`src/rtl/alu_result_collector.sv`:
```
`default_nettype none
// ============================================================================
//  Module      : alu_result_collector
//  Description : Collects one-hot ALU unit results into a first-word-fall-
//                through FIFO with sticky overflow/multi-flag error tracking.
//  Revision    : 1.0  initial release
// ============================================================================
module alu_result_collector #(
    parameter int Op_Width = 16,
    parameter int Depth    = 4
) (
    input  logic                     CLK,
    input  logic                     RST,
    input  logic [Op_Width-1:0]      Arith_OUT,
    input  logic [Op_Width-1:0]      Logic_OUT,
    input  logic [Op_Width-1:0]      CMP_OUT,
    input  logic [Op_Width-1:0]      Shift_OUT,
    input  logic                     Arith_FLAG,
    input  logic                     Logic_FLAG,
    input  logic                     CMP_FLAG,
    input  logic                     Shift_FLAG,
    input  logic                     Carry_OUT,
    input  logic                     Out_Ready,
    input  logic                     Err_Clr,
    output logic [Op_Width-1:0]      Out_Data,
    output logic [1:0]               Out_Src,
    output logic                     Out_Carry,
    output logic                     Out_Valid,
    output logic [$clog2(Depth):0]   Fifo_Count,
    output logic                     Overflow_Err,
    output logic                     Multi_Err,
    output logic [7:0]               Drop_Cnt
);

    localparam int c_ptr_w   = $clog2(Depth);
    localparam int c_cnt_w   = c_ptr_w + 1;
    localparam int c_entry_w = Op_Width + 3;
    localparam logic [c_cnt_w-1:0] c_full = Depth[c_cnt_w-1:0];

    logic [c_entry_w-1:0] r_mem [Depth];
    logic [c_ptr_w-1:0]   r_wr_ptr;
    logic [c_ptr_w-1:0]   r_rd_ptr;
    logic [c_cnt_w-1:0]   r_count;
    logic                 r_ovf_err;
    logic                 r_multi_err;
    logic [7:0]           r_drop_cnt;

    logic [3:0]           w_flags;
    logic                 w_one_hot;
    logic                 w_multi;
    logic [c_entry_w-1:0] w_entry;
    logic                 w_full;
    logic                 w_pop;
    logic                 w_push;
    logic                 w_ovf;
    logic                 w_drop;
    logic [c_entry_w-1:0] w_head;

    assign w_flags   = {Shift_FLAG, CMP_FLAG, Logic_FLAG, Arith_FLAG};
    assign w_one_hot = (w_flags != 4'd0) && ((w_flags & (w_flags - 4'd1)) == 4'd0);
    assign w_multi   = (w_flags != 4'd0) && !w_one_hot;

    // Entry layout: {src[1:0], carry, data}; carry only meaningful for arith
    always_comb begin
        w_entry = '0;
        case (w_flags)
            4'b0001: w_entry = {2'b00, Carry_OUT, Arith_OUT};
            4'b0010: w_entry = {2'b01, 1'b0,      Logic_OUT};
            4'b0100: w_entry = {2'b10, 1'b0,      CMP_OUT};
            4'b1000: w_entry = {2'b11, 1'b0,      Shift_OUT};
            default: w_entry = '0;
        endcase
    end

    assign w_full = (r_count == c_full);
    assign w_pop  = (r_count != '0) && Out_Ready;
    // A full FIFO can still accept when the head leaves on the same edge
    assign w_push = w_one_hot && (!w_full || w_pop);
    assign w_ovf  = w_one_hot && w_full && !w_pop;
    assign w_drop = w_ovf || w_multi;

    always_ff @(posedge CLK) begin
        if (RST && w_push) begin
            r_mem[r_wr_ptr] <= w_entry;
        end
    end

    always_ff @(posedge CLK) begin
        if (!RST) begin
            r_wr_ptr    <= '0;
            r_rd_ptr    <= '0;
            r_count     <= '0;
            r_ovf_err   <= 1'b0;
            r_multi_err <= 1'b0;
            r_drop_cnt  <= 8'd0;
        end else begin
            if (w_push) begin
                r_wr_ptr <= r_wr_ptr + 1'b1;
            end
            if (w_pop) begin
                r_rd_ptr <= r_rd_ptr + 1'b1;
            end
            case ({w_push, w_pop})
                2'b10:   r_count <= r_count + 1'b1;
                2'b01:   r_count <= r_count - 1'b1;
                default: r_count <= r_count;
            endcase

            // An error on the clearing edge takes precedence over the clear
            r_ovf_err   <= (r_ovf_err   && !Err_Clr) || w_ovf;
            r_multi_err <= (r_multi_err && !Err_Clr) || w_multi;
            if (Err_Clr) begin
                r_drop_cnt <= w_drop ? 8'd1 : 8'd0;
            end else if (w_drop && (r_drop_cnt != 8'hFF)) begin
                r_drop_cnt <= r_drop_cnt + 8'd1;
            end
        end
    end

    assign w_head       = r_mem[r_rd_ptr];
    assign Out_Valid    = (r_count != '0);
    assign Out_Data     = Out_Valid ? w_head[Op_Width-1:0] : '0;
    assign Out_Carry    = Out_Valid ? w_head[Op_Width]     : 1'b0;
    assign Out_Src      = Out_Valid ? w_head[Op_Width+2:Op_Width+1] : 2'b00;
    assign Fifo_Count   = r_count;
    assign Overflow_Err = r_ovf_err;
    assign Multi_Err    = r_multi_err;
    assign Drop_Cnt     = r_drop_cnt;

endmodule
`default_nettype wire

```
`config.mk`:
```
export PLATFORM = sky130hd
export DESIGN_NAME = alu_result_collector
export DESIGN_NICKNAME = d
export VERILOG_FILES = /design/src/rtl/alu_result_collector.sv
export SDC_FILE = /design/constraint.sdc
export NUM_CORES = 1
export LEC_CHECK = 0
export ABC_CLOCK_PERIOD_IN_PS = 2900
export BUFFER_PORTS_ARGS = -buffer_cell sky130_fd_sc_hd__buf_2
export CORE_MARGIN = 10
export CORE_UTILIZATION = 40
export DETAILED_ROUTE_END_ITERATION = 16
export MAX_ROUTING_LAYER = met4
export PLACE_DENSITY = 0.73
export SLEW_MARGIN = 40
export SYNTH_ARGS = -nofsm -noshare
export SYNTH_HDL_FRONTEND = slang
export SYNTH_SLANG_ARGS = --single-unit
```
`constraint.sdc`:
```
create_clock -name CLK -period 2.9 [get_ports CLK]
set_clock_uncertainty 0.1 [all_clocks]
set_input_delay 0 -clock CLK [delete_from_list [all_inputs] [get_ports CLK]]
set_output_delay 0 -clock CLK [all_outputs]
set_load 0.1 [all_outputs]
```
# Word level (Yosys, flattened, before mapping)
# Memory sizes are Yosys's and may differ from the RTL's. A register that Yosys moved wholly into a read port is not among the register bits.
# Cells that the tools add are included.
[totals]
reg_bits = 17
ram_bits = 76
in_bits = 73
out_inout_bits = 33
word_cells = 57
memories = 1
[op_classes]
addsub = 6
n_eq_ne = 8
n_mux = 12
n_bitwise = 1
reduce_logical = 23
[memory_table]
columns = ["name", "depth", "word_bits", "read_ports", "rd_clocked_by_memory_dff", "write_ports", "line_no", "text"]
rows = [
  ["r_mem", 4, 19, 1, 1, 1, "40", "logic [c_entry_w-1:0] r_mem [Depth];"],
]
[op_table]
columns = ["operator", "n"]
rows = [
  ["case mux 19 bit (4 select lines)", 1],
  ["2-to-1 mux 16 bit", 1],
  ["2-to-1 mux 8 bit", 2],
  ["logical AND 1 bit", 10],
  ["adder 8 x 1 -> 8 bit, second input constant", 1],
  ["inequality test 8 bit, second input constant", 1],
  ["2-to-1 mux 2 bit", 3],
  ["case mux 3 bit (2 select lines)", 1],
  ["adder 2 x 1 -> 2 bit, second input constant", 2],
  ["AND 4 bit", 1],
  ["== test 4 x 1 -> 1 bit, second input constant", 1],
  ["== test 4 x 2 -> 1 bit, second input constant", 1],
  ["== test 4 x 3 -> 1 bit, second input constant", 1],
  ["== test 4 bit, second input constant", 1],
  ["logical NOT 1 bit", 4],
  ["logical NOT 4 bit", 1],
  ["logical OR 1 bit", 4],
  ["2-to-1 mux 1 bit", 4],
  ["nonzero test 2 bit", 2],
  ["nonzero test 4 bit", 1],
  ["subtractor 4 x 1 -> 4 bit, second input constant", 1],
  ["adder 3 x 1 -> 3 bit, second input constant", 1],
  ["== test 3 bit, second input constant", 1],
  ["nonzero test 3 bit", 1],
  ["3 further kinds", 3],
]

# Depth between registers and ports, before layout
[depth]
depth_word = 10
depth_mapped = 10
ltp_nobuf = 8

# Worst setup path after synthesis
# No wires, ideal clock.
[synth_path]
path_kind = "flip-flop to flip-flop"
startpoint = "register r_count[0] (netlist: Fifo_Count[0])"
endpoint = "register r_count[2] (netlist: Fifo_Count[2])"
setup_time_ns = 0.121
arrival_ns = 3.682
required_time_ns = 2.679
path_slack_ns = -1.003
path_stages_with_launch = 9
path_buffers = 2
period_less_slack_ns = 3.903
path_cell_list = "dfxtp_1 > clkbuf_1 > or3_1 > clkbuf_1 > nand3_1 > fa_1 > or3_1 > a31oi_1 > a21oi_1"
[synth_via]
elab_chain_cells = 6
elab_cells_between_ends = 12
cone_classes = "add/sub (2); eq/ne (3); mux (1); reduce/logical (6)"
[synth_lines]
columns = ["item", "line_no", "text"]
rows = [
  ["start: declaration", "43", "logic [c_cnt_w-1:0] r_count;"],
  ["start signal: assignment", "104", "2'b10: r_count <= r_count + 1'b1;"],
  ["start signal: assignment", "105", "2'b01: r_count <= r_count - 1'b1;"],
  ["start signal: assignment", "106", "default: r_count <= r_count;"],
  ["nonzero test 3 bit (*)", "-", ""],
  ["named net Out_Valid", "28", "output logic Out_Valid,"],
  ["logical AND 1 bit (*)", "76", "assign w_pop = (r_count != '0) && Out_Ready;"],
  ["logical OR 1 bit", "78", "assign w_push = w_one_hot && (!w_full || w_pop);"],
  ["logical AND 1 bit", "78", ""],
  ["== test 2 x 1 -> 1 bit / == test 2 bit (equally long branches)", "103", "case ({w_push, w_pop})"],
  ["case mux 3 bit (2 select lines) / nonzero test 2 bit (equally long branches)", "-", ""],
]
# Mark *: on every way through the listed nets, which the timed path passes. The rest lies on a longest branch.
# A chain may end at the register's enable or synchronous reset.

==> Flow_metrics.wiki <==
{| class="wikitable"
! Metric !! Value
|-
| Post-route cell area || between 5000 and 6000 um^2
|-
| H-tree level count || 3
|-
| TritonCTS clock tree || done
|-
| Cell types with the largest area share after synthesis || sky130_fd_sc_hd__edfxtp_1 52%, sky130_fd_sc_hd__mux4_2 9.8%, sky130_fd_sc_hd__dfxtp_1 8.7%
|-
| Power per cell area || around 520 nW/um^2
|-
| Largest fanout on the critical path || 12
|-
| TritonRoute pass-1 iters || 4
|-
| Synthesis-stage register bit count || between 90 and 100
|-
| Area share of the largest cell type after synthesis || a little over half
|-
| Power, Total || ~0.003 W
|-
| Gr ovfl total || 0
|-
| Final setup violation count || 0
|-
| CTS-repair resized insts || 0
|-
| Leak Pwr || ~2.2 nW
|-
| X dimension of the die || around 120 um
|-
| Most common cell in the synthesized netlist || sky130_fd_sc_hd__edfxtp_1
|-
| Vias after detailed routing || 3,096
|-
| Starting density of the core || around two fifths
|-
| DR WL/cell || 17.82 um
|-
| Top cells by count, synth || 76 x sky130_fd_sc_hd__edfxtp_1, 23 x sky130_fd_sc_hd__and2_1, 19 x sky130_fd_sc_hd__dfxtp_1, 19 x sky130_fd_sc_hd__mux4_2
|-
| Maximum resistive drop on vdd || 0.2958 mV
|-
| Vertical die dimension || between 100 and 150 um
|-
| Final-report hold violation count || 0
|-
| Mapped cell area || around 4400 um^2
|-
| Root buffer cell || sky130_fd_sc_hd__clkbuf_8
|-
| Synth warnings || 0
|-
| Required time of the critical path || 2.80 ns
|-
| Remaining routing DRC violations || 0
|-
| Total negative setup slack || 0 ns
|-
| Die ar. || about 16,000 um^2
|-
| # nets final || between 500 and 600
|-
| Cells traversed along the worst timing path || buf_4, mux4_2, and2_1, buf_2
|-
| Pre-CTS setup slack || about 0.39 ns
|-
| Insertion delay of the later-clocked pin in the worst-skew pair || ~0.36 ns
|-
| Data arrival time of the worst path || around 2.2 ns
|-
| Minimum setup slack in the final design || ~0.64 ns
|-
| Cts bufs inserted || 9
|-
| Share of synthesized area occupied by flip-flops and latches || between 60 and 70%
|-
| Antenna diode count || 0
|-
| Cell taking the most area after synthesis || sky130_fd_sc_hd__edfxtp_1
|-
| Site row count || 38
|-
| Status || finished, final reports clean
|-
| Total number of clock tree sinks || 95
|-
| Worst slew pin tran || 0.6204 ns
|-
| Startpoint kind of the worst setup timing path || flip-flop
|-
| Flip-flop cell with the highest count after synthesis || sky130_fd_sc_hd__edfxtp_1
|-
| Kind of cell adding the most delay to the critical path || flip-flops
|-
| RSZ-0062 raised after global routing || no
|-
| Net count after synthesis || between 300 and 400
|-
| Cell area after placement || approximately 5100 um^2
|-
| Crit end category || output port
|-
| Average vias per placed instance || 5.247
|-
| Final critical path time including I/O delays and setup || approximately 2.3 ns
|-
| Synthesized instance count || a little under 300
|-
| Layout cells sized above 1 || 37.78%
|-
| Fill cells || roughly 890
|-
| Antenna violation net count after detailed routing || 0
|-
| Via count of the first global-routing pass || about 3,400
|-
| Min-delay worst type || primary input to flip-flop
|-
| Number of top-level design ports || roughly 110
|-
| Worst max-slew margin expressed relative to the limit || 58.58%
|-
| Count of flip-flops with a built-in enable after synthesis || 76
|-
| Maximum number of pins on one net before global-route repair || 23
|-
| Flop-to-flop setup slack || between 0.7 and 0.8 ns
|-
| Area Overhead vs Synth || 29.52%
|-
| HPWL after detailed placement || approximately 7400 um
|-
| Post-route clock period utilization || 77.98%
|-
| Wire length of the first global-routing pass || ~17,000 um
|-
| Routability congestion estimate from global placement || approximately 0.83
|-
| Core Footprint || 10,790 um^2
|-
| Distinct cell type count after synthesis || 41
|-
| Max Clk Rate || roughly 440 MHz
|-
| Maximum number of buffers from clock root to sink || 2
|-
| Register clock-pin slew on the reported worst setup and hold paths || 0.10 ns
|-
| PortBufs || between 100 and 150
|-
| Worst Hold Slack || 0.2307 ns
|-
| Final Max Tran Viols || 0
|-
| Cell with the largest stage delay on the worst path || sky130_fd_sc_hd__dfxtp_1
|-
| Gr usage total || roughly 14%
|-
| Kind of critical path || flip-flop to output port
|-
| Number of DRC violations after detailed-routing iteration 0 || 180
|-
| Buf+Inv Stages, Crit Path || 2
|-
| Post-Syn Area per Cell || ~15 um^2
|-
| Highest cell delay on the worst timing path || 0.73 ns
|-
| Final wirelength || around 11,000 um
|-
| Asr flop ratio synth || 0%
|-
| # Max-Cap Violations || 0
|-
| Number of antenna violations at the first check in global routing || 0
|}
[flip-flops by register name, indices dropped and copies added, names as in the netlist, named ones only]
name / cells
Drop_Cnt: 8
Fifo_Count: 3
Multi_Err: 1
Overflow_Err: 1
r_mem: 76
r_rd_ptr: 2
r_wr_ptr: 2
[routing by layer]
layer	part of all wire [%]	vias to the layer above	global-route usage, %
met5	0	-	-
met4	0.76	0	3.427
met3	6.1	8	3.277
met2	48	105	22.77
met1	45	1494	17.15
li1	-	1489	-
[power by group]
part	switching [W]	leakage (nW)	total, W	internal [W]
Sequential	0.0000186	0.871	0.00152	0.00150
Clock	0.000514	0.101	0.000855	0.000341
Combinational	0.000391	1.26	0.000592	0.000201
Total	0.000923	2.23	0.00297	0.00204
[cell families after synthesis]
group | count (synthesis) | share of synthesized area, %
AO/OA/AOI/OAI | 68 | 12.06
XOR/XNOR | 6 | 1.201
adder cells (fa/ha/maj) | 6 | 1.886
buffers and inverters | 27 | 3.030
flip-flops | 95 | 60.82
multiplexers | 20 | 10.03
AND/OR/NAND/NOR | 75 | 10.97
[area by class of cell]
type | count | area, um^2 | share of cell area, %
Timing Repair Buffer | 156 | 1001 | 17.65
Sequential cell | 95 | 2666 | 47.02
Clock inverter | 7 | 68.82 | 1.214
Inverter | 8 | 30.03 | 0.5296
Multi-Input combinational cell | 175 | 1605 | 28.31
Clock buffer | 9 | 123.9 | 2.184
Tap cell | 140 | 175.2 | 3.089
[placed cells by master (no fill, tap or decap), drive strengths merged, types with 2 or more instances in the layout]
master and instances:
xor2 3, xnor2 3, a221o 16, nor3 2, inv 13, and2 23
mux4 19, o21a 2, o21ai 10, a211oi 2, nor2 9, edfxtp 76
and3 7, a31oi 2, dfxtp 19, a21oi 13, nor2b 2, ha 5
buf 119, or3 8, nor4b 5, dlygate4sd3 37, clkbuf 9, nand3 12
a22o 16, nand2 4, clkinv 2
[final timing paths]
path / from / endpoint / cells past startpoint
min: Shift_FLAG / Multi_Err / 6
min reg2reg: r_wr_ptr[1] / r_wr_ptr[1] / 2
max: flip-flop / Out_Data[3] / 4
max reg2reg: Drop_Cnt[0] / Drop_Cnt[1] / 6
[worst reg2reg max path: cells and delay by family, from the launching register on]
family | cells | cell delay (ns)
AOI/OAI and AO/OA | 1 | 0.47
muxes | 1 | 0.39
DFF | 1 | 0.44
adders and majority gates | 1 | 0.22
and+or+nand+nor | 3 | 0.46
[metrics by stage]
stage / cells / util [%]
6_report: 590 / 52.54
3_3_place_gp: 533 / 47.00
3_5_place_dp: 537 / 47.32
2_1_floorplan: 297 / -
5_1_grt: 590 / 52.54
4_1_cts: 590 / 52.54
[repair_timing]
action / 4_1_cts / 5_1_grt
endpoints found under the hold margin: 84 / 0
hold buffers: 37 / 0
setup buffers: 0 / 0
No activity file was read; power rests on OpenSTA's default activity.
